File: config.mk
export PLATFORM = sky130hd
export DESIGN_NAME = bin_to_bcd_seq
export DESIGN_NICKNAME = d
export VERILOG_FILES = /design/src/rtl/bin_to_bcd_pkg.sv /design/src/rtl/bin_to_bcd_seq_digit_cell.sv /design/src/rtl/bin_to_bcd_seq.sv
export SDC_FILE = /design/constraint.sdc
export NUM_CORES = 1
export LEC_CHECK = 0
export CAP_MARGIN = 20
export CORE_ASPECT_RATIO = 1.2
export CORE_UTILIZATION = 40
export CTS_BUF_LIST = sky130_fd_sc_hd__clkbuf_4
export DETAILED_ROUTE_END_ITERATION = 8
export GPL_ROUTABILITY_DRIVEN = 1
export GPL_TIMING_DRIVEN = 0
export PLACE_DENSITY = 0.6
export SYNTH_ARGS = -nofsm -noshare
export SYNTH_HDL_FRONTEND = slang
export SYNTH_SLANG_ARGS = --single-unit
export TNS_END_PERCENT = 100
File: constraint.sdc
create_clock -name clk -period 4.5 [get_ports clk]
set_input_delay 1.35 -clock clk [delete_from_list [all_inputs] [get_ports clk]]
set_output_delay 1.35 -clock clk [all_outputs]
set_load 0.1 [all_outputs]
File: src/rtl/bin_to_bcd_pkg.sv
// Shared definitions for the sequential binary-to-BCD converter.
package bin_to_bcd_pkg;

  typedef enum logic [1:0] {
    IDLE  = 2'd0,
    SHIFT = 2'd1,
    DONE  = 2'd2
  } state_e;

  // Smallest digit count d such that 10^d > 2^width.
  function automatic int min_digits(input int width);
    longint unsigned limit;
    longint unsigned pow10;
    int              d;
    limit = 64'd1 << width;
    pow10 = 64'd1;
    d     = 0;
    for (int i = 0; i < 20; i++) begin
      if (pow10 <= limit) begin
        pow10 = pow10 * 64'd10;
        d     = d + 1;
      end
    end
    return d;
  endfunction

endpackage

File: src/rtl/bin_to_bcd_seq_digit_cell.sv
// One double-dabble digit slice: add-3 correction followed by a one-bit left shift.
module bcd_digit_cell (
  input  logic [3:0] digit_in,
  input  logic       carry_in,
  output logic [3:0] digit_out,
  output logic       carry_out
);

  logic [3:0] adj;

  // Correct digits >= 5 so the following shift carries into the next decade.
  always_comb begin
    adj       = (digit_in >= 4'd5) ? (digit_in + 4'd3) : digit_in;
    digit_out = {adj[2:0], carry_in};
    carry_out = adj[3];
  end

endmodule

File: src/rtl/bin_to_bcd_seq.sv
// Sequential shift-and-add-3 binary-to-BCD converter with optional signed input.
module bin_to_bcd_seq
  import bin_to_bcd_pkg::*;
#(
  parameter int WIDTH  = 8,
  parameter int DIGITS = 3
) (
  input  logic                  clk,
  input  logic                  rst,
  input  logic                  start,
  input  logic                  signed_mode,
  input  logic [WIDTH-1:0]      bin_in,
  output logic                  busy,
  output logic                  done,
  output logic                  negative,
  output logic [4*DIGITS-1:0]   bcd_out
);

  localparam int CNT_W = $clog2(WIDTH + 1);

  if (WIDTH < 4 || WIDTH > 32) begin : g_bad_width
    $error("bin_to_bcd_seq: WIDTH must be within 4..32");
  end
  if (DIGITS < min_digits(WIDTH)) begin : g_bad_digits
    $error("bin_to_bcd_seq: DIGITS too small to hold 2^WIDTH");
  end

  state_e                state_q, state_d;
  logic [WIDTH-1:0]      mag_q, mag_d;
  logic [4*DIGITS-1:0]   work_q, work_d;
  logic [CNT_W-1:0]      cnt_q, cnt_d;
  logic                  sign_q, sign_d;
  logic                  neg_q, neg_d;
  logic [4*DIGITS-1:0]   bcd_q, bcd_d;
  logic                  done_q, done_d;

  logic [DIGITS:0]       carry;
  logic [4*DIGITS-1:0]   shifted;

  // The magnitude MSB feeds the units digit; each decade carries into the next.
  assign carry[0] = mag_q[WIDTH-1];

  for (genvar k = 0; k < DIGITS; k++) begin : g_digit
    bcd_digit_cell u_cell (
      .digit_in  (work_q[4*k +: 4]),
      .carry_in  (carry[k]),
      .digit_out (shifted[4*k +: 4]),
      .carry_out (carry[k+1])
    );
  end

  // State and datapath registers; reset clears everything, including a conversion in flight.
  always_ff @(posedge clk or posedge rst) begin
    if (rst) begin
      state_q <= IDLE;
      mag_q   <= '0;
      work_q  <= '0;
      cnt_q   <= '0;
      sign_q  <= 1'b0;
      neg_q   <= 1'b0;
      bcd_q   <= '0;
      done_q  <= 1'b0;
    end else begin
      state_q <= state_d;
      mag_q   <= mag_d;
      work_q  <= work_d;
      cnt_q   <= cnt_d;
      sign_q  <= sign_d;
      neg_q   <= neg_d;
      bcd_q   <= bcd_d;
      done_q  <= done_d;
    end
  end

  // Next-state and datapath control: latch in IDLE, shift WIDTH times, publish in DONE.
  always_comb begin
    state_d = state_q;
    mag_d   = mag_q;
    work_d  = work_q;
    cnt_d   = cnt_q;
    sign_d  = sign_q;
    neg_d   = neg_q;
    bcd_d   = bcd_q;
    done_d  = 1'b0;
    case (state_q)
      IDLE: begin
        if (start) begin
          // Magnitude register is unsigned, so negating the most negative value is exact.
          if (signed_mode && bin_in[WIDTH-1]) begin
            mag_d  = -bin_in;
            sign_d = 1'b1;
          end else begin
            mag_d  = bin_in;
            sign_d = 1'b0;
          end
          work_d  = '0;
          cnt_d   = CNT_W'(WIDTH);
          state_d = SHIFT;
        end
      end
      SHIFT: begin
        work_d = shifted;
        mag_d  = {mag_q[WIDTH-2:0], 1'b0};
        cnt_d  = cnt_q - CNT_W'(1);
        if (cnt_q == CNT_W'(1)) begin
          state_d = DONE;
        end
      end
      DONE: begin
        bcd_d   = work_q;
        neg_d   = sign_q;
        done_d  = 1'b1;
        state_d = IDLE;
      end
      default: state_d = IDLE;
    endcase
  end

  // With a legal DIGITS the top decade never reaches 5 before a shift, so nothing falls off.
  always @(posedge clk) begin
    if (!rst && state_q == SHIFT) begin
      assert (!carry[DIGITS]);
    end
  end

  assign busy     = (state_q != IDLE);
  assign done     = done_q;
  assign negative = neg_q;
  assign bcd_out  = bcd_q;

endmodule

==> run_results.csv <==
group,metric,value,unit
yosys,syn_nets,211,
global_route,grt_overflow_total,0,
floorplan,start_util,42.6,%
worst_setup_path,critical-path-top-delay-family,"buffers and inverters",
layout,drive_above_1_share,11.6,%
worst_setup_path,worst-setup-path-type,"reg -> out",
routing,vias,1462,
clock_network,clock_sinks,41,
job,cap_violations,0,
clock_network,ctsHoldBuffers,0,
floorplan,die_area,5250,um2
yosys,synth.cell_area,1990,um2
global_route,gr-usage-all-layers,16.4,%
global_route,grt_antenna_before_repair,0,
power_and_ir_drop,ir_drop,0.224,mV
global_route,grt_max_degree,42,
layout,antennaDiodeCount,0,
worst_setup_path,critPathArrivalTime,2090,ps
worst_setup_path,crit_buf_inv,2,
layout,fin_nets,244,
global_route,grt_pass1_vias,1510,
clock_network,clock_latency,350,ps
yosys,ys_types,31,
timing,skew,10.3,ps
timing,hold_viol,0,
timing,setup_viol,0,
yosys,synth-seq-area-share,51.7,%
yosys,yosys-top-cells-count,"41 x dfrtp_1, 22 x nand2_1, 15 x o21ai_0",
worst_setup_path,crit_start,"state_q[1]",
yosys,ys_ff_latch,41,
routing,drc,0,
timing,tightest_slew,967,ps
floorplan,rows,27,
worst_setup_path,crit_fanout,5,
floorplan,core-area,4660,um2
clock_network,cts_tree,"yes",
layout,fin_util,50.9,%
power_and_ir_drop,internal-power,0.000939,W
timing,setup_tns,0,ps
clock_network,ctsResizeCount,0,
worst_setup_path,crit_required,3150,ps
yosys,yosys_warnings,0,
yosys,postSynthAreaPerCell,10.5,um2
min_path,hp-class,"reg -> reg",
yosys,synth_most_common_cell,"dfrtp_1",
layout,areaGrowthSynthToFinish,19.5,%
clock_network,numCtsBuffers,5,
floorplan,ioPinCount,27,
yosys,synthArstFlopShare,100,%
layout,final-seq-area,1030,um2
routing,ant_nets,0,
place,dp_hpwl,2.74,mm
power_and_ir_drop,pwr-share-comb,56.3,%
status,status,"completed",
routing,post_drt_wl_per_cell,13.3,um
power_and_ir_drop,p_leak,1.08,nW
power_and_ir_drop,switching_power,0.000935,W
power_and_ir_drop,power_frac_clock,9.9,%
routing,via_per_inst,5.18,
min_path,hp-start,"bcd_out[8]",
timing,fmax,291,MHz
worst_setup_path,reg2reg_from,"work_q[4]",
yosys,synth.top_cell.area_share,51.7,%
clock_network,post_cts_buffers,0,
power_and_ir_drop,switching_share,49.9,%
clock_network,htree_num_levels,2,
global_route,grt_pass1_wl,6.61,mm
yosys,ys_top_cells_by_area,"dfrtp_1 52%, ha_1 5.7%, mux2_2 4.5%",
worst_setup_path,end_kind,"primary output",
timing,period_minus_slack,3440,ps
floorplan,die_w,66.3,um
yosys,yosysTopAreaCell,"dfrtp_1",
routing,drtIter0Drc,43,
power_and_ir_drop,pwr_density_cell,789,nW/um2
yosys,synth_ff_type,"dfrtp_1",
yosys,netlist_instances,190,
clock_network,clockBufferDepth,2,
floorplan,die_h,79.2,um
layout,multiInputGateArea,862,um2
routing,first_pass_iters,4,
worst_setup_path,crit_chain,"nor2_1, inv_1, clkdlybuf4s50_1",
worst_setup_path,cp-start-kind,"flip-flop",
place,io_buffer_count,26,
clock_network,clk_pin_slew_worst_paths,120,ps
timing,rsz0062_at_grt,"no",
worst_setup_path,slowest_stage,"clkdlybuf4s50_1",
layout,fill_cells,451,
routing,drt-total-wl,3.74,mm
timing,maxSlewHeadroom,35.3,%
yosys,synth_edf_count,0,
worst_setup_path,slowest_delay,1120,ps
timing,finalMaxSlewViolations,0,
clock_network,root_buffer,"clkbuf_4",
power_and_ir_drop,p_seq_share,33.8,%
timing,timing.final.crit_share,76.4,%
place,gp_congestion,0.731,
cell type report:
class / instances / area share [%]
clock buffers: 6 / 1.90
inverters: 13 / 2.06
plain buffers: 7 / 2.06
clock inverters: 2 / 0.422
well taps: 58 / 3.06
flip-flops and latches: 41 / 43.2
repair buffers: 26 / 11.0
multi-input cells: 129 / 36.3
cell families after synthesis:
group | after synthesis | share of synthesized area, %
AND/OR/NAND/NOR | 51 | 13.2
multiplexers | 11 | 6.05
buffers and inverters | 20 | 4.91
flip-flops | 41 | 51.7
adder cells (fa/ha/maj) | 9 | 5.67
AO/OA/AOI/OAI | 48 | 14.1
XOR/XNOR | 10 | 4.41
cells in the final DEF, fill, tap and decap left out, types with 2 or more instances in the layout:
master,synthesis,routed
dfrtp_1,41,41
clkdlybuf4s50_1,0,26
nand2_1,22,22
o21ai_0,15,15
o21ai_1,12,12
inv_1,13,12
ha_1,9,9
xnor2_1,8,8
mux2_2,8,8
nand3_1,7,7
nor2_1,7,7
a21oi_1,6,6
a22oi_1,6,6
clkbuf_4,0,6
nand2b_1,5,5
nor3_1,5,5
o31ai_1,3,3
mux2i_1,3,3
buf_6,2,2
buf_2,2,2
xor2_1,2,2
a31oi_1,2,2
a22o_1,2,2
clkinv_2,0,2
through the flow:
step | total power, W | std cells | hold WS (ps) | worst slack (ps) | cell area (um2)
CTS | 0.00190 | 282 | 499 | 1040 | 2370
global route | 0.00202 | 282 | 522 | 977 | 2370
finish | 0.00187 | 282 | 492 | 1060 | 2370
detailed placement | 0.00171 | 274 | 471 | 1450 | 2320
global placement | 0.00168 | 274 | 461 | 1360 | 2320
floorplan | 0.00146 | 190 | 446 | 2060 | 1990
sequential cells by signal (all words and copies together) (netlist names):
| register | flops |
|---|---|
| state_q | 2 |
| done | 1 |
| sign_q | 1 |
| mag_q | 8 |
| work_q | 12 |
| negative | 1 |
| cnt_q | 4 |
| bcd_out | 12 |
worst min-delay path: stages, from the launching register on:
cell	delay (ps)
dfrtp_1	360
nand2_1	50
o21ai_0	60
power by group through the flow:
stage	combinational [W]	sequential, W	clock [W]
2_1_floorplan	0.000515	0.000946	0
3_3_place_gp	0.00104	0.000634	0
3_5_place_dp	0.00107	0.000642	0
4_1_cts	0.00107	0.000634	0.000196
5_1_grt	0.00115	0.000658	0.000207
6_report	0.00105	0.000633	0.000186
metal layers:
layer | wire length (um) | GRT usage, % | up-vias
met4 | 51 | 5.11 | 0
met2 | 2030 | 31.0 | 24
met5 | 0 | 0 | -
met1 | 1560 | 17.7 | 714
li1 | - | - | 718
met3 | 98 | 3.45 | 6
path summary, 6_finish.rpt:
kind	end	slack (ps)	depth (start not counted)
min in group asynchronous	cnt_q[1]	1480	2
worst min register to register	bcd_out[8]	490	2
worst min-delay path	bcd_out[8]	490	2
max in group asynchronous	bcd_out[0]	2480	2
worst max-delay path	busy	1060	3
worst max register to register	work_q[6]	2810	6
Power figures use the tool's default switching activity.
